### src/rtl/food_placer.sv
`default_nettype none
// food_placer: draws grid-aligned food positions from a free-running LFSR, filters them against
// a playfield window and (optionally) a snake-occupancy query, and commits the first acceptable one.
module food_placer #(
   parameter int unsigned       COORD_W    = 10,
   parameter int unsigned       LFSR_W     = 20,
   parameter logic [LFSR_W-1:0] LFSR_TAPS  = 20'h90000,
   parameter logic [LFSR_W-1:0] LFSR_SEED  = 20'h00001,
   parameter int unsigned       GRID_SHIFT = 3,
   parameter int unsigned       X_LO       = 152,
   parameter int unsigned       X_HI       = 776,
   parameter int unsigned       Y_LO       = 40,
   parameter int unsigned       Y_HI       = 504,
   parameter int unsigned       OCC_CHECK  = 1,
   parameter int unsigned       MAX_TRIES  = 32
) (
   input  logic               clk,
   input  logic               rst_n,
   input  logic               place_req,
   output logic               busy,
   output logic               place_done,
   output logic               place_fail,
   output logic               food_valid,
   output logic [COORD_W-1:0] x_food,
   output logic [COORD_W-1:0] y_food,
   output logic               occ_query_valid,
   output logic [COORD_W-1:0] occ_query_x,
   output logic [COORD_W-1:0] occ_query_y,
   input  logic               occ_resp_valid,
   input  logic               occ_hit
);

   localparam int unsigned        TRY_W     = $clog2(MAX_TRIES + 1);
   localparam logic [TRY_W-1:0]   TRY_LIMIT = TRY_W'(MAX_TRIES);
   localparam logic [COORD_W-1:0] GRID_MASK = ~((COORD_W'(1) << GRID_SHIFT) - COORD_W'(1));
   localparam logic [COORD_W:0]   X_BASE    = (COORD_W+1)'(X_LO);
   localparam logic [COORD_W:0]   Y_BASE    = (COORD_W+1)'(Y_LO);
   localparam logic [COORD_W:0]   X_SPAN    = (COORD_W+1)'(X_HI - X_LO + 1);
   localparam logic [COORD_W:0]   Y_SPAN    = (COORD_W+1)'(Y_HI - Y_LO + 1);
   localparam bit                 USE_OCC   = (OCC_CHECK != 0);

   typedef enum logic [1:0] {
      S_IDLE  = 2'd0,
      S_DRAW  = 2'd1,
      S_QUERY = 2'd2,
      S_DONE  = 2'd3
   } state_t;

   state_t             state_q, state_d;
   logic [LFSR_W-1:0]  lfsr_q, lfsr_d;
   logic [TRY_W-1:0]   tries_q, tries_d;
   logic               fail_q, fail_d;
   logic               food_valid_q, food_valid_d;
   logic [COORD_W-1:0] x_food_q, x_food_d;
   logic [COORD_W-1:0] y_food_q, y_food_d;
   logic               qv_q, qv_d;
   logic [COORD_W-1:0] qx_q, qx_d;
   logic [COORD_W-1:0] qy_q, qy_d;

   logic [COORD_W-1:0] cand_x, cand_y;
   logic [COORD_W:0]   off_x, off_y;
   logic               cand_ok;
   logic [TRY_W-1:0]   tries_inc;
   logic               tries_exhausted;

   assign lfsr_d = {lfsr_q[LFSR_W-2:0], ^(lfsr_q & LFSR_TAPS)};

   assign cand_x = lfsr_q[COORD_W-1:0] & GRID_MASK;
   assign cand_y = lfsr_q[2*COORD_W-1:COORD_W] & GRID_MASK;

   // Single unsigned compare per axis: values below the low bound wrap to above any span.
   assign off_x   = {1'b0, cand_x} - X_BASE;
   assign off_y   = {1'b0, cand_y} - Y_BASE;
   assign cand_ok = (off_x < X_SPAN) && (off_y < Y_SPAN);

   assign tries_inc       = tries_q + TRY_W'(1);
   assign tries_exhausted = (tries_inc == TRY_LIMIT);

   always_ff @(posedge clk or negedge rst_n) begin
      if (!rst_n) begin
         state_q      <= S_IDLE;
         lfsr_q       <= LFSR_SEED;
         tries_q      <= '0;
         fail_q       <= 1'b0;
         food_valid_q <= 1'b0;
         x_food_q     <= '0;
         y_food_q     <= '0;
         qv_q         <= 1'b0;
         qx_q         <= '0;
         qy_q         <= '0;
      end else begin
         state_q      <= state_d;
         lfsr_q       <= lfsr_d;
         tries_q      <= tries_d;
         fail_q       <= fail_d;
         food_valid_q <= food_valid_d;
         x_food_q     <= x_food_d;
         y_food_q     <= y_food_d;
         qv_q         <= qv_d;
         qx_q         <= qx_d;
         qy_q         <= qy_d;
      end
   end

   always_comb begin
      state_d      = state_q;
      tries_d      = tries_q;
      fail_d       = fail_q;
      food_valid_d = food_valid_q;
      x_food_d     = x_food_q;
      y_food_d     = y_food_q;
      qv_d         = qv_q;
      qx_d         = qx_q;
      qy_d         = qy_q;

      case (state_q)
         S_IDLE: begin
            if (place_req) begin
               state_d = S_DRAW;
               tries_d = '0;
            end
         end

         S_DRAW: begin
            if (!cand_ok) begin
               tries_d = tries_inc;
               if (tries_exhausted) begin
                  state_d = S_DONE;
                  fail_d  = 1'b1;
               end
            end else if (!USE_OCC) begin
               x_food_d     = cand_x;
               y_food_d     = cand_y;
               food_valid_d = 1'b1;
               fail_d       = 1'b0;
               state_d      = S_DONE;
            end else begin
               qx_d    = cand_x;
               qy_d    = cand_y;
               qv_d    = 1'b1;
               state_d = S_QUERY;
            end
         end

         S_QUERY: begin
            // Query fields stay frozen until the answer is sampled.
            if (occ_resp_valid) begin
               qv_d = 1'b0;
               if (!occ_hit) begin
                  x_food_d     = qx_q;
                  y_food_d     = qy_q;
                  food_valid_d = 1'b1;
                  fail_d       = 1'b0;
                  state_d      = S_DONE;
               end else begin
                  tries_d = tries_inc;
                  if (tries_exhausted) begin
                     state_d = S_DONE;
                     fail_d  = 1'b1;
                  end else begin
                     state_d = S_DRAW;
                  end
               end
            end
         end

         S_DONE: begin
            state_d = S_IDLE;
         end

         default: begin
            state_d = S_IDLE;
         end
      endcase
   end

   assign busy            = (state_q == S_DRAW) || (state_q == S_QUERY);
   assign place_done      = (state_q == S_DONE);
   assign place_fail      = (state_q == S_DONE) && fail_q;
   assign food_valid      = food_valid_q;
   assign x_food          = x_food_q;
   assign y_food          = y_food_q;
   assign occ_query_valid = qv_q;
   assign occ_query_x     = qx_q;
   assign occ_query_y     = qy_q;

endmodule
`default_nettype wire

### config.mk
export PLATFORM = sky130hd
export DESIGN_NAME = food_placer
export DESIGN_NICKNAME = d
export VERILOG_FILES = /design/src/rtl/food_placer.sv
export SDC_FILE = /design/constraint.sdc
export NUM_CORES = 1
export LEC_CHECK = 0
export CORE_UTILIZATION = 50
export DETAILED_ROUTE_END_ITERATION = 10
export GPL_ROUTABILITY_DRIVEN = 0
export PLACE_DENSITY_LB_ADDON = 0.2
export RECOVER_POWER = 100
export SLEW_MARGIN = 20
export SYNTH_ARGS = -nofsm -noshare
export SYNTH_HDL_FRONTEND = slang
export SYNTH_SLANG_ARGS = --single-unit
### constraint.sdc
create_clock -name clk -period 6.3 [get_ports clk]
set_clock_uncertainty 0.1 [all_clocks]
set_input_delay 1.26 -clock clk [delete_from_list [all_inputs] [get_ports clk]]
set_output_delay 1.26 -clock clk [all_outputs]
set_load 0.02 [all_outputs]
* Word level (Yosys, flattened, before mapping)
Cells that the tools add are included.
** Word-level totals
- Register bits :: 59
- Input port bits :: 5
- Output and inout port bits :: 45
- Logic and storage cells :: 59
** Operators by class
- $add $sub $neg :: 3
- $lt $le $gt $ge :: 2
- Equal/unequal tests :: 10
- Mux-type cells :: 20
- Bitwise operators :: 1
- Reduce and logical (&&, ||, !) cells :: 13
** Operators with widths (count)
- 6-bit 2-to-1 mux :: 4
- 20-bit XOR reduction :: 1
- 6-bit case mux with 3 select lines :: 1
- 2-bit 2-to-1 mux :: 6
- 3-bit AND reduction :: 4
- 11-bit by 10-bit < comparator with 1-bit output, second input constant :: 1
- 11-bit by 9-bit < comparator with 1-bit output, second input constant :: 1
- 10-bit by 6-bit subtractor with 11-bit output, second input constant :: 1
- 10-bit by 8-bit subtractor with 11-bit output, second input constant :: 1
- 2-bit inequality test, second input constant :: 5
- 2-bit case mux with 4 select lines :: 1
- 6-bit by 1-bit adder with 6-bit output, second input constant :: 1
- 6-bit == test, second input constant :: 1
- 1-bit 2-to-1 mux :: 6
- 5-bit AND reduction :: 1
- 2-bit == test, second input constant :: 2
- 1-bit case mux with 2 select lines :: 2
- 3-bit inequality test, second input constant :: 1
- 3-bit nonzero test :: 1
- 2-bit by 1-bit == test with 1-bit output, second input constant :: 1
- 1-bit logical AND :: 2
- 2-bit zero test :: 1
- 2-bit AND reduction :: 1
- 2-bit nonzero test :: 1
- other kinds (2) :: 2

* Logic depth before layout (Yosys ltp)
- Word-level depth :: 6
- Mapped depth :: 7

* Least setup slack after synthesis
No wires, ideal clock.
- Path type :: input -> register
- Start point :: in occ_hit
- End point :: reg x_food_q[9] (netlist: x_food[9])
- Setup time :: 0.125 ns
- Arrival time :: 2.240 ns
- Path slack :: 3.835 ns
- Stages :: 4
- Cell sequence :: nor2b_1 > nand2_1 > clkbuf_1 > mux2_2
** Between the ends
- Longest elaborated chain between the ends :: 2
** Ends and longest elaborated chain
- start, declared :: line 30 : input logic occ_hit
- 1-bit NOT (no line)
- 3-bit AND reduction (no line)
- end signal, assigned :: line 97 : x_food_q <= x_food_d;
- end, declared :: line 54 : logic [COORD_W-1:0] x_food_q, x_food_d;
Every way passes these cells.
A chain may end at the register's enable or synchronous reset.

==> results.md <==
| Result | Reported | Unit |
|---|---|---|
| Status | complete, but fails checks | - |
| Failing checks | max-capacitance violations, max-slew violations | - |
| Maximum number of pins on one net before global-route repair | 60 | - |
| Area added between synthesis and finish | 18.8 | % |
| Worst rel slew slack | -0.986 | - |
| Layout cell share with drive strength beyond 1 | 0.159 | - |
| Worst-path clk slew | 0.07 | ns |
| Dpl cell area | 2850 | um2 |
| Buffers from clock root to sink, at most | 2 | - |
| Top library cells by usage in the layout, fill and taps aside | 58 x sky130_fd_sc_hd__dfrtp_1, 35 x sky130_fd_sc_hd__dlygate4sd3_1, 17 x sky130_fd_sc_hd__mux2_2 | - |
| Time the worst path needs with I/O delays and setup | 3.78 | ns |
| DR DRC count | 0 | - |
| CTS Hold Bufs | 0 | - |
| Simple logic cell fraction of the synthesized area | 0.0770 | - |
| Worst min-delay path category | reg -> reg | - |
| Hold Startpoint | lfsr_q[2] | - |
| Async set or reset register ratio after synthesis | 1.00 | - |
| Post-synthesis compound-gate area fraction | 0.0947 | - |
| Synth Area in Adders | 0.0302 | - |
| Unique cell type count in the Yosys netlist | 39 | - |
| Combined buffer and inverter count along the critical path | 2 | - |
| Utilization after layout | 0.621 | - |
| Min-Delay Path Depth | 0 | - |
| Count of mapped cells out of synthesis | 178 | - |
| CP endpoint kind | asynchronous set/reset pin | - |
| Setup repair after global routing missed its margin | false | - |
| Row Count | 25 | - |
| Reg2Reg Capture Point | tries_q[2] | - |
| Setup Crit Path Kind | in -> async | - |
| Maximum Capacitance Violations | 1 | - |
| Total via count after detailed routing | 1522 | - |
| Post-route antenna net violation count | 0 | - |
| Total global-route track usage | 0.195 | - |
| Syn. warnings | 0 | - |
| XOR/XNOR share of the synthesized area | 0.00352 | - |
| Share of synthesized area spent on multiplexers | 0.137 | - |
| Required time worst endpoint | 5.98 | ns |
| Number of vias per cell | 5.19 | - |
| Arrival time worst endpoint | 3.46 | ns |
| Die Width | 72.5 | um |
| CP Max Fanout | 59 | - |
| Post-Synthesis Mean Instance Area | 14.0 | um2 |
| Share of the clock period used by the worst path after layout | 0.600 | - |
| Sink of the worst hold path | lfsr_q[3] | - |
| Clock root cell | sky130_fd_sc_hd__clkbuf_8 | - |
| Static leakage | 1.57 | nW |
| Insertion delay to the later sink of the worst-skew pair | 0.33 | ns |
| Antenna violations before repair | 0 | - |
| Top Ports | 50 | - |
| Routed WL | 4350 | um |
| Total Power Consumption | 951 | uW |
| Post-synthesis sequential area ratio | 0.595 | - |
| Slack of the worst reg-to-reg path | 3.54 | ns |
| Number of H-tree levels | 3 | - |
| Fin Setup TNS | 0 | ns |
| DIE HEIGHT | 72.5 | um |
| Family with the most delay on the worst path | buffers and inverters | - |
| # clock sinks | 59 | - |
| Drt first-iter violations | 99 | - |
| Number of flops mapped to enable cells by yosys | 0 | - |
| Combinational family with the most area after synthesis | multiplexers | - |
| CORE AREA | 4750 | um2 |
| Predominant post-synthesis flop cell | sky130_fd_sc_hd__dfrtp_1 | - |
| Areal power density over the cells | 322 | nW/um2 |
| Diode insertion count for antenna repair | 0 | - |
| Max-slew violations | 60 | - |
| Global-route wire length before repair | 7510 | um |
| Post-CTS setup-driven buffer insertion count | 0 | - |
| Final count of negative-setup-slack endpoints | 0 | - |
| Number of failing hold endpoints at the final stage | 0 | - |
| Port bufs | 37 | - |
| Startpoint Class | input port | - |
| DIE AREA | 5260 | um2 |
| Highest achievable clock rate | 264 | MHz |
| Worst vdd rail ir drop | 164 | uV |
| Critical path cell sequence | buf_2, clkbuf_1 | - |
| Number of inserted filler cells in the final layout | 397 | - |
| Delay of the slowest critical-path stage | 2.09 | ns |
| Effective utilization at floorplan | 0.523 | - |
| Netlist Area Pre-Place | 2480 | um2 |
| Number of gates resized after cts | 0 | - |
| Most common cell after layout, fill and taps aside | sky130_fd_sc_hd__dfrtp_1 | - |
| Register-to-Register Path Depth | 5 | - |
| First-pass detailed-route iteration total | 4 | - |
| Worst Tran Pin Value | 2.98 | ns |
| Final global-route overflow total | 0 | - |
| Net count, final | 233 | - |
| Number of synthesized register bits | 59 | - |
| Critical R2R Launch | lfsr_q[6] | - |
| Slowest library cell on the worst path | sky130_fd_sc_hd__clkbuf_1 | - |
| Vias in the first global route | 1553 | - |
| Average wire length per cell after detail routing | 14.9 | um |
| Final instance area | 2950 | um2 |
| CTS buffer count | 9 | - |
| CTS tree | yes | - |
| HPWL after DPL | 2990 | um |
==> worst max path at each step <==
stage / start / end / cells past startpoint
after global placement: occ_hit / x_food[4] / 4
after detailed placement: occ_hit / x_food[6] / 4
after CTS: state_q[1] / busy / 3
after global routing: rst_n / state_q[1] / 2
after floorplan: occ_hit / x_food[9] / 4
final: rst_n / state_q[0] / 2
==> state kept, by name, indices dropped and copies added, names as in the netlist <==
signal	cells
x_food	7
fail_q	1
occ_query_x	7
y_food	7
lfsr_q	20
state_q	2
occ_query_valid	1
tries_q	6
occ_query_y	7
food_valid	1
==> metrics by stage <==
stage | setup slack (ns) | cells | hold slack, ns
2_1_floorplan | 3.84 | 189 | 0.231
4_1_cts | 2.94 | 293 | 0.256
6_report | 2.52 | 293 | 0.247
5_1_grt | 1.86 | 293 | 0.256
3_3_place_gp | 3.19 | 278 | 0.234
3_5_place_dp | 3.10 | 278 | 0.236
==> routing by layer <==
layer	part of all wire	up-vias	track usage
met5	0	-	0
met4	0.019	0	0.0959
met3	0.042	9	0.0694
met2	0.50	47	0.307
met1	0.44	765	0.237
li1	-	701	-
==> cell usage after synthesis, types with 3 or more instances <==
library cell / instances / area share
sky130_fd_sc_hd__ha_1: 6 / 0.030
sky130_fd_sc_hd__inv_1: 4 / 0.0060
sky130_fd_sc_hd__a211o_1: 3 / 0.011
sky130_fd_sc_hd__a31oi_1: 3 / 0.0076
sky130_fd_sc_hd__o31ai_1: 4 / 0.012
sky130_fd_sc_hd__nand2_1: 11 / 0.017
sky130_fd_sc_hd__buf_4: 12 / 0.036
sky130_fd_sc_hd__nand3_1: 4 / 0.0081
sky130_fd_sc_hd__dfrtp_1: 58 / 0.58
sky130_fd_sc_hd__nor2b_1: 4 / 0.010
sky130_fd_sc_hd__mux2_2: 17 / 0.077
sky130_fd_sc_hd__nand2b_1: 4 / 0.010
sky130_fd_sc_hd__mux2_4: 10 / 0.060
sky130_fd_sc_hd__o21ai_0: 9 / 0.018
==> area by class of cell <==
type,count,area [um2],area share
sequential,59,1480,0.501
timing repair buffer,38,369,0.125
clock buffer,10,128,0.0432
inverter,4,15.0,0.00509
tap,67,83.8,0.0284
multi-input combinational,110,847,0.287
clock inverter,5,31.3,0.0106
==> report_power, final <==
part / leakage, nW / internal, mW / switching [mW]
Combinational: 0.678 / 0.104 / 0.147
Clock: 0.0819 / 0.139 / 0.140
Sequential: 0.810 / 0.399 / 0.0226
Total: 1.57 / 0.642 / 0.309
==> cells by family (layout without fill, tap and decap cells) <==
family          after synthesis  count (layout)
fa+ha+maj                     6               6
buf+inv                      20              57
simple gates                 33              33
other cells                   1              12
xor+xnor                      1               1
mux                          27              27
flops                        59              59
compound gates               31              31
Power figures use the tool's default switching activity.
